**src/rtl/bit_index_serializer.sv**
```systemverilog
// Accepts a BW-bit word and streams out the index of every set bit,
// LSB-first or MSB-first, with popcount, zero-word marker and last flag.
module bit_index_serializer #(
    parameter  int BW = 8,
    localparam int IW = $clog2(BW),
    localparam int CW = $clog2(BW + 1)
) (
    input  logic          clk,
    input  logic          rst,
    input  logic          in_vld,
    output logic          in_rdy,
    input  logic [BW-1:0] in1,
    input  logic          in_msb_first,
    output logic          out_vld,
    input  logic          out_rdy,
    output logic [IW-1:0] out_index,
    output logic          out_last,
    output logic          out_none,
    output logic [CW-1:0] out_pop
);

    typedef enum logic {
        IDLE,
        EMIT
    } state_t;

    state_t        state_q, state_d;
    logic [BW-1:0] mask_q, mask_d;
    logic          dir_q, dir_d;
    logic          none_q, none_d;
    logic [CW-1:0] pop_q, pop_d;

    logic [IW-1:0] idx_lo, idx_hi, cur_idx;
    logic          one_hot, cur_last;
    logic [CW-1:0] pop_in;

    // Scan direction picks the first-hit priority encoder.
    always_comb begin
        idx_lo = '0;
        for (int i = BW - 1; i >= 0; i--) begin
            if (mask_q[i]) idx_lo = IW'(i);
        end
        idx_hi = '0;
        for (int i = 0; i < BW; i++) begin
            if (mask_q[i]) idx_hi = IW'(i);
        end
        cur_idx  = none_q ? '0 : (dir_q ? idx_hi : idx_lo);
        one_hot  = (mask_q != '0) &&
                   ((mask_q & (mask_q - BW'(1))) == '0);
        cur_last = (state_q == EMIT) && (none_q || one_hot);
    end

    always_comb begin
        pop_in = '0;
        for (int i = 0; i < BW; i++) begin
            pop_in = pop_in + CW'(in1[i]);
        end
    end

    always_comb begin
        state_d = state_q;
        mask_d  = mask_q;
        dir_d   = dir_q;
        none_d  = none_q;
        pop_d   = pop_q;
        unique case (state_q)
            IDLE: begin
                if (in_vld) begin
                    state_d = EMIT;
                    mask_d  = in1;
                    dir_d   = in_msb_first;
                    none_d  = (in1 == '0);
                    pop_d   = pop_in;
                end
            end
            EMIT: begin
                if (out_rdy) begin
                    mask_d = mask_q & ~(BW'(1) << cur_idx);
                    if (cur_last) begin
                        state_d = IDLE;
                        mask_d  = '0;
                        none_d  = 1'b0;
                    end
                end
            end
            default: state_d = IDLE;
        endcase
    end

    always_ff @(posedge clk) begin
        if (rst) begin
            state_q <= IDLE;
            mask_q  <= '0;
            dir_q   <= 1'b0;
            none_q  <= 1'b0;
            pop_q   <= '0;
        end else begin
            state_q <= state_d;
            mask_q  <= mask_d;
            dir_q   <= dir_d;
            none_q  <= none_d;
            pop_q   <= pop_d;
        end
    end

    assign in_rdy    = (state_q == IDLE);
    assign out_vld   = (state_q == EMIT);
    assign out_index = cur_idx;
    assign out_last  = cur_last;
    assign out_none  = none_q;
    assign out_pop   = pop_q;

endmodule

```
**config.mk**
```make
export PLATFORM = sky130hd
export DESIGN_NAME = bit_index_serializer
export DESIGN_NICKNAME = d
export VERILOG_FILES = /design/src/rtl/bit_index_serializer.sv
export SDC_FILE = /design/constraint.sdc
export NUM_CORES = 1
export LEC_CHECK = 0
export ABC_AREA = 1
export CAP_MARGIN = 20
export CORE_UTILIZATION = 54
export CTS_BUF_LIST = sky130_fd_sc_hd__clkbuf_16
export CTS_CLUSTER_DIAMETER = 120
export DETAILED_ROUTE_END_ITERATION = 6
export PLACE_DENSITY_LB_ADDON = 0.25
export SLEW_MARGIN = 20
export SYNTH_ARGS = -nofsm -noshare
export SYNTH_HDL_FRONTEND = slang
export SYNTH_SLANG_ARGS = --single-unit
```
**constraint.sdc**
```tcl
create_clock -name clk -period 5.58 [get_ports clk]
set_clock_uncertainty 0.2 [all_clocks]
set_input_delay 1.116 -clock clk [delete_from_list [all_inputs] [get_ports clk]]
set_output_delay 1.116 -clock clk [all_outputs]
set_load 0.01 [all_outputs]
```
# [Word-level counts from Yosys, hierarchy flattened]
# Cells that the tools add are included.
[totals] latchBits=0 input_bits=13 rom_bits=0 word_cells=59 regBits=15 ram_bits=0 memories=0
[op_classes] addsub=8 mux=29 n_mul=0 n_shift=1 bitwise=4 n_eq_ne=3 n_div=0 order_cmp=0 n_reduce_logical=9
[op_table] operator="$mux 3" count=16
[op_table] operator="$mux 8" count=3
[op_table] operator="$add 4x1->4" count=4
[op_table] operator="$and 8x8->8" count=2
[op_table] operator="$logic_not 8->1" count=2
[op_table] operator="$pmux 8 s2" count=1
[op_table] operator="$not 8->8" count=1
[op_table] operator="$reduce_bool 8->1" count=1
[op_table] operator="$shl 1x3->8 const A" count=1
[op_table] operator="$sub 8x1->8 const B" count=1
[op_table] operator="$mux 1" count=7
[op_table] operator="$ne 2x2->1 const B" count=3
[op_table] operator="$add 3x1->4" count=1
[op_table] operator="$pmux 1 s2" count=2
[op_table] operator="$reduce_and 2->1" count=2
[op_table] operator="$add 2x1->3" count=1
[op_table] operator="$reduce_and 3->1" count=1
[op_table] operator="$add 1x1->2" count=1
[op_table] operator="$logic_and 1x1->1" count=2
[op_table] operator="$logic_or 1x1->1" count=1
[op_table] operator="$not 1->1" count=1

# [Depth between registers and ports, before layout]
# Gate-level depths: netlist (run 1).
[logic_depth] ltp_word=16 ltp_mapped=12 depth_no_buf=12

# [Worst setup path after synthesis (run 1)]
# Ideal clock, no wire load.
[synth_path] path_type="in2reg" from="input port in1[0]" to="register pop_q[2], in the netlist out_pop[2]" arrival_time_ps=3450 cell_stages=10 slack_ps=1860 cell_sequence="fa_1 > inv_1 > fa_1 > fa_1 > inv_1 > ha_1 > inv_1 > fa_1 > xor2_1 > a21oi_1"
[synth_between] elab_chain_len=7
[synth_rtl] item="from (decl)" line="12" text="input logic [BW-1:0] in1,"
[synth_rtl] item="$add 1x1->2" line="56" text="pop_in = pop_in + CW'(in1[i]);"
[synth_rtl] item="$add 2x1->3" line="56"
[synth_rtl] item="$add 3x1->4" line="56"
[synth_rtl] item="$add 4x1->4 (4 in series)" line="56"
[synth_rtl] item="to (signal assigned)" line="102" text="pop_q <= pop_d;"
[synth_rtl] item="to (decl)" line="31" text="logic [CW-1:0] pop_q, pop_d;"
# No other way between the ends.
# A chain may end at the register's enable or synchronous reset.

# [Worst setup path in the final report (run 1)]
# Same ends and word-level chain as after synthesis.

==> out/metrics.yaml, run 1 <==
status: "finished, final reports clean"
p_clk_frac: 0.282
fp-row-count: 16
crit_required_ns: 5.56
post_cts_buffers: 0
finalHoldViolCount: 0
synth_cells: 180
nets: 227
fin_crit_ns: 4.139
cp_common_cell: "fa_1"
htree_levels: 1
clock_path_buffers: 2
initial_utilization: 0.5806
synthArstFlopShare: 0
die_area_mm2: 0.002342
yosysSeqAreaShare: 0.2583
wl_met2_um: 1620
maxCapViolations: 0
p_sw_frac: 0.3854
mostFrequentLayoutCells: "39 x nand2_1, 32 x inv_1, 23 x o21ai_0, 23 x clkdlybuf4s50_1"
cts_tree: "built"
synth_ff_type: "dfxtp_1"
final_cells: 232
clk_latency_ns: 0.25
num_io_pins: 24
min_path_type: "flop to flop"
grt_usage: 0.2926
seqPwrFrac: 0.275
cp-start-kind: "input pin"
postSynthNetCount: 201
power_frac_comb: 0.443
synth_area_per_cell_um2: 6.458
p_switching_mw: 0.1916
cp_data_arrival_time_ns: 4.11
wl_per_cell_um: 13.35
num_antenna_cells: 0
drc: 0
layout_commonest_cell: "nand2_1"
grt_pass1_vias: 1228
clock_sinks: 15
viasPerCell: 5.422
die_y_um: 48.40
port_buffers: 23
power_leakage_nw: 0.6895
cts_buffers: 3
crit_family: "adder cells"
setup_tns_ns: 0
critPathCaptureType: "flop"
drt_first_pass_iters: 4
grt-ovfl-total: 0
hpwl_um: 2397
path_class: "input pin to flop"
intPower_mw: 0.3054
synth_edf_count: 0
areaGrowthSynthToFinish_pct: 28.85
wl_met1_um: 1274
antenna_found_initial: 0
grt_max_degree: 16
finalCritPeriodShare: 0.7418
grt_setup_unrepaired: "false"
gp_congestion: 0.9232
yosysUniqueCellTypes: 24
fill_cells: 169
slew_headroom: 0.7177
crit_chain: "clkdlybuf4s50_1 > fa_1 > inv_1 > fa_1 > fa_1 > inv_1 > ha_1 > inv_1 > fa_1 > xor2_1 > a21oi_1"
routed.top_layer: "met4"
timing.critical_path.buf_inv: 4
path_clk_slew_ns: 0.05
dr_total_vias: 1258
ant_nets: 0
clockRootBuffer: "clkbuf_16"
ys.warnings.count: 0
crit_fanout: 3
die_x_um: 48.40
cpMaxStageDelayCell: "fa_1"
fmax_mhz: 241.6
drt-initial-drc-count: 31
max_stage_delay_ns: 0.57
ir_drop_uv: 218.8
coreArea_mm2: 0.002002
tightest_slew_ns: 0.4224
slew_violations: 0
grt_first_pass_wirelength_um: 5347
syn_area_mm2: 0.001162
met3WireLength_um: 139
ctsResizeCount: 0
dp.cells: 228
ys_seq_elements: 15
drive_above_1_share: 0.07317
hold_buffers: 0
drt-total-wl_um: 3098
setup_viol: 0
power_density_mw_per_mm2: 331.8
[final cells by class]
type                    count  area [µm²]  share of cell area
inverters                  33       123.9             0.08271
flip-flops and latches     15       300.3              0.2005
multi-input cells         130       729.5              0.4871
clock buffers               3       75.07             0.05013
repair buffers             23       230.2              0.1537
well taps                  27       33.78             0.02256
clock inverters             1       5.005            0.003342
[layer usage]
metal	track usage	vias to the layer above
met2	0.5469	49
met3	0.02830	10
met5	0	-
met1	0.3432	572
li1	-	627
met4	0.1078	0
[power by group through the flow]
stage / Sequential, mW / Combinational (mW) / Clock, mW
floorplan: 0.137 / 0.143 / 0
global placement: 0.137 / 0.206 / 0
detailed placement: 0.138 / 0.217 / 0
CTS: 0.136 / 0.219 / 0.140
global route: 0.138 / 0.249 / 0.144
finish: 0.137 / 0.220 / 0.140
[worst register-to-register path: cells and delay by family, from the launching register on]
kind / cells / cell delay [ns]
flops: 1 / 0.47
compound gates: 2 / 0.35
simple gates: 2 / 0.64
buf+inv: 1 / 0.15
[registers in the layout, indices dropped and copies added (netlist names)]
register	cells
out_pop	4
out_none	1
out_vld	1
mask_q	8
dir_q	1
[synthesized netlist by cell type, drive strengths merged (2+ instances only)]
| library cell | count | share of area |
|---|---|---|
| nand2 | 42 | 0.14 |
| inv | 33 | 0.11 |
| o21ai | 25 | 0.11 |
| nor2 | 19 | 0.079 |
| a21oi | 16 | 0.079 |
| dfxtp | 15 | 0.26 |
| nand3 | 10 | 0.054 |
| fa | 4 | 0.069 |
| ha | 4 | 0.043 |
| nand4 | 4 | 0.022 |
| a31oi | 2 | 0.011 |
[final timing paths]
kind         slack (ns)  cells after the start         end  startpoint
min reg2reg        0.29                      2  out_pop[0]  out_pop[0]
max                1.44                     11  out_pop[2]      in1[0]
max reg2reg        3.64                      5   mask_q[4]     out_vld
min                0.29                      2  out_pop[0]  out_pop[0]
[through the flow]
| stage | power, mW | hold WS (ns) | util | area, µm² | setup WS (ns) |
|---|---|---|---|---|---|
| final | 0.4970 | 0.2913 | 0.7481 | 1498 | 1.441 |
| after detailed placement | 0.3546 | 0.2850 | 0.7081 | 1418 | 1.160 |
| after floorplan | 0.2799 | 0.3094 | - | 1162 | 1.860 |
| after global routing | 0.5309 | 0.3191 | 0.7481 | 1498 | 1.295 |
| after CTS | 0.4950 | 0.2922 | 0.7481 | 1498 | 1.411 |
| after global placement | 0.3430 | 0.2678 | 0.7081 | 1418 | 1.312 |
[kinds of logic (layout without fill, tap and decap cells)]
kind of cell	after synthesis	after routing	synth area share
simple gates	78	78	0.3111
compound gates	43	43	0.1970
buf+inv	35	60	0.1141
flops	15	15	0.2583
fa+ha+maj	8	8	0.1120
xor+xnor	1	1	0.007536
No activity file was read; power rests on OpenSTA's default activity.
==> run 2: changes to the inputs <==
--- a/config.mk
+++ b/config.mk
@@ -7,7 +7,7 @@
 export LEC_CHECK = 0
 export ABC_AREA = 1
 export CAP_MARGIN = 20
-export CORE_UTILIZATION = 54
+export CORE_UTILIZATION = 46
 export CTS_BUF_LIST = sky130_fd_sc_hd__clkbuf_16
 export CTS_CLUSTER_DIAMETER = 120
 export DETAILED_ROUTE_END_ITERATION = 6
==> constraint.sdc (replaced) <==
create_clock -name clk -period 3.5 [get_ports clk]
set_clock_uncertainty 0.2 [all_clocks]
set_input_delay 0.7 -clock clk [delete_from_list [all_inputs] [get_ports clk]]
set_output_delay 0.7 -clock clk [all_outputs]
set_load 0.01 [all_outputs]
==> run 2 against run 1 <==
Net effect: via count grew 0.24%; design area grew 1.2%; non-clock buffer count grew 2; sequential power grew 58%; die area grew 17%; first-iteration DRC count shrank 13%; global-route usage shrank 7.4 points; hold slack lost 0.0025 ns; critical path type unchanged; register-to-register slack lost 2.0 ns.
==> out/metrics.yaml, run 2 (synthesis gave the netlist of run 1 again) <==
dr_total_vias: 1261  # was 1258
placed_area_mm2: 0.001434  # was 0.001418 mm²
rrSetupSlack_ns: 1.69  # was 3.64 ns
fp-row-count: 17  # was 16
num_io_pins: 24  # unchanged
intPower_mw: 0.4885  # was 0.3054 mW
fin_crit_ns: 3.398
ant_nets: 0  # unchanged
crit_required_ns: 3.43  # was 5.56 ns
crit_start: "in1[0]"  # unchanged
htree_levels: 1  # unchanged
layout_commonest_cell: "nand2_1"  # unchanged
largest-register: "mask_q"  # unchanged
reg2reg_depth: 5  # unchanged
drt-total-wl_um: 2786  # was 3098 µm
clock_sinks: 15  # unchanged
seqPwrFrac: 0.278  # was 0.275
grt_first_pass_wirelength_um: 4498  # was 5347 µm
power_leakage_nw: 0.7009  # was 0.6895 nW
die_x_um: 52.27  # was 48.40 µm
power_density_mw_per_mm2: 516.2  # was 331.8 mW/mm²
initial_utilization: 0.5060  # was 0.5806
gp_congestion: 0.8585  # was 0.9232
min_from: "out_pop[0]"  # unchanged
timing.rr.end: "mask_q[4]"  # unchanged
grt_max_degree: 16  # unchanged
antenna_found_initial: 0  # unchanged
nets: 229  # was 227
drt-initial-drc-count: 27  # was 31
num_antenna_cells: 0  # unchanged
finalHoldViolCount: 0  # unchanged
clock_path_buffers: 2  # unchanged
status: "finished, final reports clean"  # unchanged
whs_path_depth: 2  # unchanged
crit_fanout: 2  # was 3
tightest_slew_ns: 0.4205  # was 0.4224 ns
post_cts_buffers: 0  # unchanged
cts_buffers: 3  # unchanged
grt_usage: 0.2181  # was 0.2926
finalCritPeriodShare: 0.9709
cp_data_arrival_time_ns: 3.33  # was 4.11 ns
design_area_mm2: 0.001515  # was 0.001498 mm²
p_sw_frac: 0.3754  # was 0.3854
maxCapViolations: 0  # unchanged
grt_setup_unrepaired: "false"  # unchanged
path_class: "input pin to flop"  # unchanged
dp.cells: 231  # was 228
path_clk_slew_ns: 0.05  # about the same
final_cells: 235  # was 232
p_clk_frac: 0.282  # about the same
mostFrequentLayoutCells: "39 x nand2_1, 32 x inv_1, 23 x o21ai_0"  # was 39 x nand2_1, 32 x inv_1, 23 x o21ai_0, 23 x clkdlybuf4s50_1
viasPerCell: 5.366  # was 5.422
coreArea_mm2: 0.002297  # was 0.002002 mm²
largest_reg_flops: 8  # unchanged
cts_tree: "built"  # unchanged
hold_end: "out_pop[0]"  # unchanged
clk_latency_ns: 0.24  # was 0.25 ns
fmax_mhz: 294.3
power_frac_comb: 0.440  # was 0.443
critPathCaptureType: "flop"  # unchanged
ir_drop_uv: 331.6  # was 218.8 µV
r2r-start: "out_vld"  # unchanged
drc: 0  # unchanged
setup_viol: 0  # unchanged
wl_per_cell_um: 11.86  # was 13.35 µm
total_power_mw: 0.7821  # was 0.4970 mW
min_path_type: "flop to flop"  # unchanged
areaGrowthSynthToFinish_pct: 30.35  # was 28.85%
drive_above_1_share: 0.09179  # was 0.07317
hpwl_um: 2276  # was 2397 µm
die_area_mm2: 0.002732  # was 0.002342 mm²
grt-ovfl-total: 0  # unchanged
slew_headroom: 0.7190  # was 0.7177
clockRootBuffer: "clkbuf_16"  # unchanged
slew_violations: 0  # unchanged
whs_ns: 0.2888  # was 0.2913 ns
hold_buffers: 0  # unchanged
cp-start-kind: "input pin"  # unchanged
grt_pass1_vias: 1131  # was 1228
drt_first_pass_iters: 5  # was 4
port_buffers: 23  # unchanged
p_switching_mw: 0.2936  # was 0.1916 mW
die_y_um: 52.27  # was 48.40 µm
-- run 2: per-layer routing --
| metal | global-route usage | routed length (µm) | part of all wire |
|---|---|---|---|
| met5 | 0 | 0 | 0 |
| met4 | 0.07456 | 61 | 0.022 |
| met3 | 0.03188 | 124 | 0.045 |
| met2 | 0.3953 | 1380 | 0.50 |
| met1 | 0.2593 | 1220 | 0.44 |
-- run 2: layout make-up --
| class | count | area, µm² |
|---|---|---|
| clock inverters | 1 | 5.005 |
| well taps | 28 | 35.03 |
| clock buffers | 3 | 75.07 |
| fillers | 199 | 782.0 |
| multi-input cells | 130 | 734.5 |
| flip-flops and latches | 15 | 300.3 |
| repair buffers | 25 | 241.5 |
| inverters | 33 | 123.9 |
-- run 2: per-stage QoR --
step / TNS, ns / util / worst slack [ns]
5_1_grt: 0 / 0.6596 / 0.007675
4_1_cts: 0 / 0.6585 / 0.05408
2_1_floorplan: 0 / - / 0.1961
6_report: 0 / 0.6596 / 0.1020
3_3_place_gp: -0.5710 / 0.6242 / -0.3289
3_5_place_dp: -0.7257 / 0.6242 / -0.3898
-- run 2: critical path, stage by stage --
cell	delay, ns
dlygate4sd2_1	0.26
fa_1	0.54
inv_1	0.05
fa_1	0.50
fa_1	0.42
inv_1	0.07
ha_2	0.17
inv_1	0.05
fa_2	0.51
a21oi_1	0.06
-- run 2: power by group through the flow --
stage | registers (mW) | clock network [mW] | logic [mW]
after floorplan | 0.218 | 0 | 0.228
after global placement | 0.219 | 0 | 0.331
after detailed placement | 0.220 | 0 | 0.340
after CTS | 0.217 | 0.222 | 0.341
after global routing | 0.220 | 0.228 | 0.385
final | 0.217 | 0.221 | 0.344
-- run 2: how the worst max path moves through the flow --
stage                 endpoint  cells after the start  slack, ns
global placement    out_pop[2]                     11      -0.33
finish              out_pop[1]                     10       0.10
CTS                 out_pop[2]                     11       0.05
detailed placement  out_pop[2]                     11      -0.39
floorplan           out_pop[2]                     10       0.20
global route        out_pop[2]                     11      0.008
-- run 2: repair_timing --
item	4_1_cts	5_1_grt
pin swaps	0	1
endpoints found under the setup margin	2	1
gates resized for setup	4	1
hold endpoints to repair	0	0
